## src/rtl/ldpc_pkg.sv

```systemverilog
// Shared LDPC decoder definitions: message widths and small arithmetic helpers
// used by both the variable node and check node units.
package ldpc_pkg;

    localparam int LLR_W      = 8;
    localparam int MSG_W      = 8;
    localparam int VN_DEG_MAX = 12;

    function automatic int clog2(input int value);
        int r;
        int v;
        r = 0;
        v = value - 1;
        while (v > 0) begin
            r = r + 1;
            v = v >> 1;
        end
        return r;
    endfunction

    function automatic logic signed [31:0] sext(input logic [31:0] value, input int in_w);
        logic [31:0] sh;
        sh = value << (32 - in_w);
        return $signed(sh) >>> (32 - in_w);
    endfunction

    // Clamp to +/-(2^(out_w-1)-1); the most negative code is never produced.
    function automatic logic signed [31:0] sat_sym(input logic [31:0] value, input int in_w,
                                                   input int out_w);
        logic signed [31:0] v;
        logic signed [31:0] lim;
        v   = sext(value, in_w);
        lim = (32'sd1 <<< (out_w - 1)) - 32'sd1;
        if (v > lim) begin
            return lim;
        end
        if (v < -lim) begin
            return -lim;
        end
        return v;
    endfunction

endpackage

```

## src/rtl/vnu_msg_buf.sv

```systemverilog
// Holds the r_i messages of the node in flight for the subtraction pass.
// Synchronous write, combinational read.
module vnu_msg_buf #(
    parameter int DEPTH = 12,
    parameter int W     = 8,
    parameter int AW    = 4
) (
    input  logic          clk,
    input  logic          wr_en_i,
    input  logic [AW-1:0] wr_addr_i,
    input  logic [W-1:0]  wr_data_i,
    input  logic [AW-1:0] rd_addr_i,
    output logic [W-1:0]  rd_data_o
);

    localparam logic [AW-1:0] LAST_ADDR = AW'(DEPTH - 1);

    logic [W-1:0] mem_q [DEPTH];

    always_ff @(posedge clk) begin
        if (wr_en_i && (wr_addr_i <= LAST_ADDR)) begin
            mem_q[wr_addr_i] <= wr_data_i;
        end
    end

    assign rd_data_o = (rd_addr_i <= LAST_ADDR) ? mem_q[rd_addr_i] : '0;

endmodule

```

## src/rtl/vnu_serial.sv

```systemverilog
// Bit-serial LDPC variable node: accumulates l + sum(r_i), then streams
// q_i = sat(s - r_i) in arrival order together with the hard decision.
module vnu_serial
    import ldpc_pkg::*;
#(
    parameter int data_w = LLR_W,
    parameter int D_MAX  = VN_DEG_MAX,
    parameter int out_w  = MSG_W,
    parameter bit SAT_EN = 1'b1,
    localparam int ext_w = clog2(D_MAX + 1),
    localparam int sum_w = data_w + ext_w,
    localparam int DEG_W = clog2(D_MAX + 1)
) (
    input  logic              clk,
    input  logic              rst_n,
    input  logic [DEG_W-1:0]  deg,
    input  logic              in_valid,
    input  logic              in_first,
    input  logic [data_w-1:0] in_data,
    output logic              in_ready,
    output logic              out_valid,
    input  logic              out_ready,
    output logic [out_w-1:0]  out_data,
    output logic              out_last,
    output logic              dec,
    output logic              dec_valid,
    output logic              err
);

    localparam logic [1:0] S_IDLE = 2'd0;
    localparam logic [1:0] S_ACC  = 2'd1;
    localparam logic [1:0] S_EMIT = 2'd2;

    logic [1:0]              state_q, state_d;
    logic signed [sum_w-1:0] sum_q, sum_d;
    logic [DEG_W-1:0]        deg_q, deg_d;
    logic [DEG_W-1:0]        cnt_q, cnt_d;
    logic [DEG_W-1:0]        idx_q, idx_d;
    logic [out_w-1:0]        out_data_q, out_data_d;
    logic                    out_valid_q, out_valid_d;
    logic                    out_last_q, out_last_d;
    logic                    dec_q, dec_d;
    logic                    dec_valid_q, dec_valid_d;
    logic                    err_q, err_d;
    logic                    in_ready_q;

    logic                    accept;
    logic                    deg_ok;
    logic                    wr_en;
    logic [DEG_W-1:0]        rd_addr;
    logic [data_w-1:0]       rd_data;
    logic [data_w-1:0]       sub_r;

    function automatic logic [out_w-1:0] q_of(input logic signed [sum_w-1:0] s,
                                              input logic [data_w-1:0] r);
        logic signed [31:0] diff;
        logic signed [31:0] q;
        diff = sext(32'(unsigned'(s)), sum_w) - sext(32'(r), data_w);
        q    = SAT_EN ? sat_sym(diff, 32, out_w) : diff;
        return q[out_w-1:0];
    endfunction

    vnu_msg_buf #(
        .DEPTH (D_MAX),
        .W     (data_w),
        .AW    (DEG_W)
    ) u_buf (
        .clk       (clk),
        .wr_en_i   (wr_en),
        .wr_addr_i (cnt_q),
        .wr_data_i (in_data),
        .rd_addr_i (rd_addr),
        .rd_data_o (rd_data)
    );

    assign accept = in_valid & in_ready_q;
    assign deg_ok = (deg != '0) && (deg <= DEG_W'(D_MAX));

    always_comb begin
        state_d     = state_q;
        sum_d       = sum_q;
        deg_d       = deg_q;
        cnt_d       = cnt_q;
        idx_d       = idx_q;
        out_data_d  = out_data_q;
        out_valid_d = out_valid_q;
        out_last_d  = out_last_q;
        dec_d       = dec_q;
        dec_valid_d = dec_valid_q;
        err_d       = 1'b0;
        wr_en       = 1'b0;
        rd_addr     = '0;
        sub_r       = rd_data;
        case (state_q)
            S_IDLE: begin
                if (accept) begin
                    if (in_first && deg_ok) begin
                        sum_d   = sum_w'(sext(32'(in_data), data_w));
                        deg_d   = deg;
                        cnt_d   = '0;
                        state_d = S_ACC;
                    end else begin
                        err_d = 1'b1;
                    end
                end
            end
            S_ACC: begin
                if (accept && in_first) begin
                    // Abort restarts immediately on the new first beat when it is usable.
                    err_d = 1'b1;
                    if (deg_ok) begin
                        sum_d = sum_w'(sext(32'(in_data), data_w));
                        deg_d = deg;
                        cnt_d = '0;
                    end else begin
                        state_d = S_IDLE;
                    end
                end else if (accept) begin
                    wr_en = 1'b1;
                    sum_d = sum_q + sum_w'(sext(32'(in_data), data_w));
                    cnt_d = cnt_q + 1'b1;
                    if (cnt_q == deg_q - 1'b1) begin
                        // buf[0] is still being written when deg is 1, so bypass it.
                        if (cnt_q == '0) begin
                            sub_r = in_data;
                        end
                        state_d     = S_EMIT;
                        dec_d       = sum_d[sum_w-1];
                        dec_valid_d = 1'b1;
                        idx_d       = '0;
                        out_valid_d = 1'b1;
                        out_last_d  = (deg_q == DEG_W'(1));
                        out_data_d  = q_of(sum_d, sub_r);
                    end
                end
            end
            S_EMIT: begin
                if (out_ready) begin
                    if (out_last_q) begin
                        state_d     = S_IDLE;
                        out_valid_d = 1'b0;
                        out_last_d  = 1'b0;
                        dec_valid_d = 1'b0;
                        idx_d       = '0;
                    end else begin
                        idx_d      = idx_q + 1'b1;
                        rd_addr    = idx_q + 1'b1;
                        out_data_d = q_of(sum_q, rd_data);
                        out_last_d = ((idx_q + 1'b1) == (deg_q - 1'b1));
                    end
                end
            end
            default: state_d = S_IDLE;
        endcase
    end

    always_ff @(posedge clk or negedge rst_n) begin
        if (!rst_n) begin
            state_q     <= S_IDLE;
            sum_q       <= '0;
            deg_q       <= '0;
            cnt_q       <= '0;
            idx_q       <= '0;
            out_data_q  <= '0;
            out_valid_q <= 1'b0;
            out_last_q  <= 1'b0;
            dec_q       <= 1'b0;
            dec_valid_q <= 1'b0;
            err_q       <= 1'b0;
            in_ready_q  <= 1'b0;
        end else begin
            state_q     <= state_d;
            sum_q       <= sum_d;
            deg_q       <= deg_d;
            cnt_q       <= cnt_d;
            idx_q       <= idx_d;
            out_data_q  <= out_data_d;
            out_valid_q <= out_valid_d;
            out_last_q  <= out_last_d;
            dec_q       <= dec_d;
            dec_valid_q <= dec_valid_d;
            err_q       <= err_d;
            in_ready_q  <= (state_d != S_EMIT);
        end
    end

    assign in_ready  = in_ready_q;
    assign out_valid = out_valid_q;
    assign out_data  = out_data_q;
    assign out_last  = out_last_q;
    assign dec       = dec_q;
    assign dec_valid = dec_valid_q;
    assign err       = err_q;

endmodule

```

## config.mk

```make
export PLATFORM = sky130hd
export DESIGN_NAME = vnu_serial
export DESIGN_NICKNAME = d
export VERILOG_FILES = /design/src/rtl/ldpc_pkg.sv /design/src/rtl/vnu_msg_buf.sv /design/src/rtl/vnu_serial.sv
export SDC_FILE = /design/constraint.sdc
export NUM_CORES = 1
export LEC_CHECK = 0
export BUFFER_PORTS_ARGS = -buffer_cell sky130_fd_sc_hd__buf_2
export CAP_MARGIN = 25
export CORE_UTILIZATION = 40
export CTS_CLUSTER_DIAMETER = 120
export DETAILED_ROUTE_END_ITERATION = 16
export GPL_TIMING_DRIVEN = 0
export PLACE_DENSITY_LB_ADDON = 0.15
export SLEW_MARGIN = 20
export SYNTH_ARGS = -nofsm -noshare
export SYNTH_HDL_FRONTEND = slang
export SYNTH_SLANG_ARGS = --single-unit
```

## constraint.sdc

```tcl
create_clock -name clk -period 13.6 [get_ports clk]
set_input_delay 1.36 -clock clk [delete_from_list [all_inputs] [get_ports clk]]
set_output_delay 1.36 -clock clk [all_outputs]
set_load 0.03 [all_outputs]
```

==> flow_metrics.py, run 1 <==
metrics = {
    "status": {
        "status": "completed",
    },
    "power_and_ir_drop": {
        "p_leak_nw": 3.44,
        "p_seq_share_pct": 22.8,
        "power_frac_clock_pct": 19.3,
        "combPwrFrac_pct": 57.9,
        "ir_worst_vdd_mv": 0.180,
        "p_int_mw": 1.29,
        "power.share.switching_pct": 45.8,
        "power.switching_mw": 1.09,
        "powerDensity_mw_per_mm2": 269,
    },
    "finish": {
        "fin_nets": 818,
        "final_area_mm2": 0.00885,
        "layout-drive-gt1-share_pct": 14.1,
        "multi_input_area_mm2": 0.00369,
        "fill_cells": 1782,
        "area_delta_synth_final_pct": 13.9,
        "final_cells": 1032,
        "area.sequential_mm2": 0.00386,
        "antenna_cells": 0,
    },
    "floorplanning": {
        "fp.dieW_um": 141,
        "rows": 50,
        "dieArea_mm2": 0.0200,
        "core-area_mm2": 0.0189,
        "initial_core_util_pct": 41.1,
        "pin_count": 31,
        "die_h_um": 141,
    },
    "placed_design": {
        "port_buffers": 30,
        "place_ws_ns": 6.37,
        "dpl-instance-area_mm2": 0.00825,
        "hpwl_um": 14800,
        "gp_congestion": 0.862,
        "dp.cells": 999,
    },
    "synthesis": {
        "ys_seq_area_share_pct": 49.7,
        "synth.ff_latch_count": 135,
        "synth_fp_nets": 768,
        "synth.cell_area_mm2": 0.00777,
        "synth_edf_count": 96,
        "syn_avg_cell_area_um2": 11.0,
        "synth_top_area_share_pct": 37.1,
        "ys_types": 72,
        "ys_warn_count": 0,
        "synth_top_cell_by_area": "edfxtp_1",
        "postSynth.asyncResetShare_pct": 28.9,
        "ys_top_cells_by_area": "edfxtp_1 (37%), dfrtp_1 (13%), ha_1 (6.3%)",
        "synth_cells": 709,
        "synthFlopType": "edfxtp_1",
    },
    "sta": {
        "finalSetupViolCount": 0,
        "whs_ns": 0.484,
        "fin_crit_ns": 6.85,
        "fin_worst_skew_ns": 0.0118,
        "tightest_slew_ns": 0.995,
        "post-route-period-util_pct": 50.3,
        "final-hold-violation-count": 0,
        "rsz0062_at_grt": "no",
        "drv_slew": 0,
        "slew_headroom_pct": 33.4,
        "timing.final.ws_setup_ns": 6.75,
        "fmax_mhz": 146,
        "fin_tns_setup_ns": 0,
    },
    "route": {
        "drtAntennaViolNets": 0,
        "wl_per_cell_um": 19.6,
        "vias": 5931,
        "via_per_inst": 5.75,
        "dr.pass1.iters": 6,
        "drc": 0,
        "wl_um": 20200,
        "drt_iter0_drc": 503,
    },
    "critical_path": {
        "endpoint_kind": "flip-flop",
        "worst_setup_path_start_kind": "input pin",
        "crit_chain": "buf_2, and4bb_1, buf_2, nand2_1, a21oi_1, clkbuf_1, a222oi_1, mux2i_1, a21oi_1, a21oi_1, ha_1, inv_1, fa_1, a21oi_1, inv_1, a21oi_1, xnor2_1, or4b_2, nor4_1, nor2_1, a41o_1, a211oi_1, a221oi_2",
        "crit_path_top_delay_cell": "or4b_2",
        "worstPathMaxFanout": 10,
        "critical_path_class": "input pin to flip-flop",
        "arrival_ns": 7.12,
        "slowest_delay_ns": 0.64,
        "crit_path_frequent_cell": "a21oi_1",
        "critical_path_required_ns": 13.88,
    },
    "global_route": {
        "grt_antenna_before_repair": 0,
        "grt_pass1_vias": 5823,
        "grt_pass1_wl_um": 32000,
        "track_usage_pct": 21.2,
        "grt-ovfl-total": 0,
        "grt_max_degree": 40,
    },
    "cts": {
        "insertion_delay_ns": 0.43,
        "cts_resized": 0,
        "clkSlewWorstSetupHoldPaths_ns": 0.06,
        "hold_buffers": 0,
        "cts_buffer_depth": 2,
        "cts_setup_buffers": 0,
        "htreeDepth": 4,
        "cts_tree": "built",
        "clock-sinks": 135,
        "clock-root-buffer": "clkbuf_16",
        "cts-buffers-inserted": 17,
    },
    "hold_path": {
        "hold_class": "flip-flop to flip-flop",
    },
    "job": {
        "drv_cap": 0,
    },
}
## cell families (layout without fill, tap and decap cells)
group | after synthesis | count (layout) | share of synthesized area [%]
compound gates | 174 | 174 | 16.2
fa+ha+maj | 42 | 42 | 7.05
flops | 135 | 135 | 49.7
buf+inv | 54 | 117 | 2.83
mux | 30 | 30 | 4.27
xor+xnor | 42 | 42 | 4.73
simple gates | 232 | 232 | 15.2
## final cells by class
cell class | instances | share of cell area (%)
tap | 260 | 3.68
clock inverter | 15 | 1.77
clock buffer | 17 | 4.81
inverter | 27 | 1.17
multi-input combinational | 520 | 41.7
timing repair buffer | 31 | 1.92
sequential | 135 | 43.6
buffer | 27 | 1.32
## cell usage in the layout (no fill, tap or decap), drive strengths merged, types with 29 or more instances in the layout
cell type	Yosys	routed
nor2	56	56
a21oi	45	45
inv	27	35
o21ai	29	29
ha	39	39
dfrtp	39	39
buf	5	36
nand2	62	62
edfxtp	96	96
clkbuf	22	39
xnor2	31	31
## state kept, by name, indices dropped and copies added (netlist names)
register	count
dec_valid	1
cnt_q	4
deg_q	4
sum_q	12
in_ready	1
out_data	8
u_buf.mem_q	96
state_q	2
err	1
out_last	1
dec	1
idx_q	4
## final timing paths
path | cells past startpoint | endpoint | slack [ns] | start
hold / removal | 2 | out_data[5]$_DFFE_PN0P_ | 0.48 | out_data[5]$_DFFE_PN0P_
max in group asynchronous | 2 | sum_q[1]$_DFFE_PN0P_ | 12.33 | rst_n
hold reg to reg | 2 | out_data[5]$_DFFE_PN0P_ | 0.48 | out_data[5]$_DFFE_PN0P_
min in group asynchronous | 1 | out_data[6]$_DFFE_PN0P_ | 0.81 | rst_n
setup / recovery | 23 | out_data[1]$_DFFE_PN0P_ | 6.75 | out_ready
setup reg to reg | 22 | out_data[1]$_DFFE_PN0P_ | 7.22 | out_last$_DFFE_PN0P_
## worst max-delay path: cells and delay by family
kind,cells,cell delay [ns]
compound gates,9,2.04
xor+xnor,1,0.12
fa+ha+maj,2,0.62
buf+inv,5,0.99
mux,1,0.23
simple gates,5,1.72
## cell usage after synthesis (17+ instances only)
master	n
nor2_1	56
o21ai_0	28
a222oi_1	23
ha_1	39
a21oi_1	45
clkbuf_1	22
nor3_1	17
inv_1	25
dfrtp_1	39
xnor2_1	31
nand2_1	62
edfxtp_1	96
mux2_2	25
## power by group through the flow
stage,sequential [mW],clock (mW),combinational (mW)
floorplan,0.572,0,1.04
global placement,0.550,0,1.33
detailed placement,0.551,0,1.36
CTS,0.543,0.464,1.37
global route,0.550,0.480,1.53
finish,0.543,0.459,1.38
## metal layers
layer | track usage [%] | vias up | part of all wire, %
met4 | 6.85 | 0 | 1.4
li1 | - | 2800 | -
met2 | 33.8 | 157 | 46
met3 | 2.83 | 24 | 4.4
met5 | 0 | - | 0
met1 | 30.1 | 2950 | 48
## per-stage QoR
step                      power [mW]  util, %
after floorplan                 1.61        -
after global placement          1.88     43.6
after detailed placement        1.91     43.6
after CTS                       2.38     46.7
after global routing            2.56     46.8
final                           2.38     46.8
(Power assumes the default switching activity.)
==> run 2, diff against run 1 <==
==> constraint.sdc (replaced) <==
create_clock -name clk -period 5.75 [get_ports clk]
set_input_delay 0.575 -clock clk [delete_from_list [all_inputs] [get_ports clk]]
set_output_delay 0.575 -clock clk [all_outputs]
set_load 0.03 [all_outputs]
==> run 2 against run 1 <==
  * Hold slack got worse by 0.46 ns
  * Worst setup slack worse by 6.5 ns
  * Global-route usage up 0.052 points
  * Critical path depth did not move
  * Critical endpoint is now out_data[3]$_DFFE_PN0P_
  * Combinational power rose by 140%
  * First-iteration DRC count up 7.8%
  * Cell area rose by 1.3%
  * Sequential power grew 140%
  * Sequential cell count is the same
  * Sequential share of layout area down 0.55 points
  * Total power increased by 140%
  * Highest routed layer unchanged
==> flow_metrics.py, run 2 (synthesized netlist as in run 1, its figures left out) <==
metrics = {
    "power_and_ir_drop": {
        "power.switching_mw": 2.64,
        "p_leak_nw": 3.47,
        "power.share.switching_pct": 46.1,
        "powerDensity_mw_per_mm2": 640,
        "power_frac_clock_pct": 19.0,
        "design_power_total_mw": 5.74,
        "ir_worst_vdd_mv": 0.431,
        "combPwrFrac_pct": 58.6,
        "p_seq_share_pct": 22.4,
        "p_int_mw": 3.09,
    },
    "cts": {
        "cts_tree": "built",
        "clkSlewWorstSetupHoldPaths_ns": 0.07,
        "htreeDepth": 4,
        "insertion_delay_ns": 0.43,
        "cts_buffer_depth": 2,
        "clock-sinks": 135,
        "hold_buffers": 0,
        "clock-root-buffer": "clkbuf_16",
        "cts-buffers-inserted": 17,
    },
    "floorplanning": {
        "fp.dieW_um": 141,
        "rows": 50,
        "core-area_mm2": 0.0189,
        "initial_core_util_pct": 41.1,
        "pin_count": 31,
        "die_h_um": 141,
        "dieArea_mm2": 0.0200,
    },
    "sta": {
        "final-hold-violation-count": 0,
        "whs_ns": 0.0236,
        "rsz0062_at_grt": "yes",
        "fin_tns_setup_ns": 0,
        "post-route-period-util_pct": 95.4,
        "fin_crit_ns": 5.49,
        "drv_slew": 0,
        "slew_headroom_pct": 39.3,
        "timing.final.ws_setup_ns": 0.264,
        "fmax_mhz": 182,
        "fin_worst_skew_ns": 0.0128,
        "tightest_slew_ns": 0.904,
        "finalSetupViolCount": 0,
    },
    "placed_design": {
        "place_ws_ns": -0.698,
        "port_buffers": 30,
        "gp_congestion": 0.862,
        "dpl-instance-area_mm2": 0.00825,
        "dp.cells": 999,
        "hpwl_um": 14800,
    },
    "critical_path": {
        "reg2reg_depth": 23,
        "critical-path-top-delay-family": "compound AO/OA/AOI/OAI gates",
        "slowest_delay_ns": 0.49,
        "worst_setup_path_start_kind": "flip-flop",
        "critical_path_required_ns": 6.07,
        "crit_buf_inv": 2,
        "ff2ff_setup_slack_ns": 0.26,
        "worstPathMaxFanout": 10,
        "crit_chain": "and4bb_1, clkbuf_4, nand2_2, clkbuf_1, a222oi_1, nor2_1, o21ai_0, o21ai_0, nand2_1, nor2_1, a21oi_1, ha_1, a211oi_2, o21bai_1, a21o_1, o211ai_1, a311oi_1, a211oi_1, xnor2_1, nand3_1, o31ai_4, a21oi_1, o31ai_1",
        "endpoint_kind": "flip-flop",
        "arrival_ns": 5.80,
        "critical_path_class": "flip-flop to flip-flop",
        "worst_r2r_endpoint": "out_data[3]$_DFFE_PN0P_",
        "crit_start": "out_last$_DFFE_PN0P_",
        "crit_path_top_delay_cell": "dfrtp_2",
        "reg2reg_from": "out_last$_DFFE_PN0P_",
    },
    "finish": {
        "fill_cells": 1777,
        "final_area_mm2": 0.00896,
        "mostFrequentLayoutCells": "edfxtp_1 (96), nand2_1 (59), nor2_1 (56)",
        "layout-drive-gt1-share_pct": 17.1,
        "mostFrequentLayoutCell": "edfxtp_1",
        "top_register": "u_buf.mem_q",
        "fin_nets": 819,
        "final_cells": 1033,
        "fin_util_pct": 47.5,
        "area_delta_synth_final_pct": 15.4,
        "largest_register_ffs": 96,
        "antenna_cells": 0,
    },
    "route": {
        "wl_um": 20400,
        "via_per_inst": 5.73,
        "wl_per_cell_um": 19.8,
        "vias": 5917,
        "drc": 0,
        "dr.pass1.iters": 6,
        "drtAntennaViolNets": 0,
        "drt_iter0_drc": 542,
    },
    "global_route": {
        "grt_max_degree": 40,
        "grt-ovfl-total": 0,
        "grt_pass1_vias": 5838,
        "grt_pass1_wl_um": 32000,
        "track_usage_pct": 21.3,
        "grt_antenna_before_repair": 0,
    },
    "status": {
        "status": "completed",
    },
    "hold_path": {
        "hold_class": "input pin to async pin",
    },
    "job": {
        "drv_cap": 0,
    },
}
==> run 2: power by group through the flow <==
stage	Clock [mW]	Combinational, mW	Sequential (mW)
after floorplan	0	2.46	1.35
after global placement	0	3.16	1.30
after detailed placement	0	3.22	1.30
after CTS	1.10	3.25	1.28
after global routing	1.14	3.71	1.30
final	1.09	3.36	1.29
==> run 2: how the worst max path moves through the flow <==
stage | endpoint | slack (ns) | cells after the start
floorplan | out_data[1]$_DFFE_PN0P_ | 0.77 | 23
global placement | out_data[1]$_DFFE_PN0P_ | -0.69 | 23
detailed placement | out_data[1]$_DFFE_PN0P_ | -0.70 | 23
CTS | out_data[3]$_DFFE_PN0P_ | 0.003 | 24
global route | out_data[0]$_DFFE_PN0P_ | -0.05 | 20
finish | out_data[3]$_DFFE_PN0P_ | 0.26 | 23
==> run 2: what timing repair did <==
item / in CTS / in global routing
setup buffers: 1 / 1
pin swaps: 1 / 2
endpoints found under the setup margin: 7 / 7
resized for setup: 10 / 21
==> run 2: per-layer routing <==
layer,global-route usage [%],routed length [um],vias up
met4,6.62,252,0
met1,30.2,9820,2932
met2,33.9,9520,161
met5,0,0,-
met3,2.83,812,20
li1,-,-,2804
==> run 2: final cells by class <==
class / count / area, um^2 / share of cell area [%]
sequential: 135 / 3860 / 43.1
multi-input combinational: 520 / 3780 / 42.2
clock buffer: 17 / 425 / 4.75
tap: 260 / 325 / 3.63
timing repair buffer: 33 / 185 / 2.07
clock inverter: 15 / 156 / 1.74
buffer: 26 / 125 / 1.40
inverter: 27 / 104 / 1.16
==> run 2: worst reg2reg max path: stages, from the launching register on <==
cell	delay, ns
dfrtp_2	0.49
and4bb_1	0.31
clkbuf_4	0.25
nand2_2	0.18
clkbuf_1	0.31
a222oi_1	0.41
nor2_1	0.07
o21ai_0	0.28
o21ai_0	0.19
nand2_1	0.14
nor2_1	0.05
a21oi_1	0.17
ha_1	0.33
a211oi_2	0.29
o21bai_1	0.10
a21o_1	0.22
o211ai_1	0.11
a311oi_1	0.08
a211oi_1	0.31
xnor2_1	0.21
nand3_1	0.19
o31ai_4	0.31
a21oi_1	0.13
o31ai_1	0.25
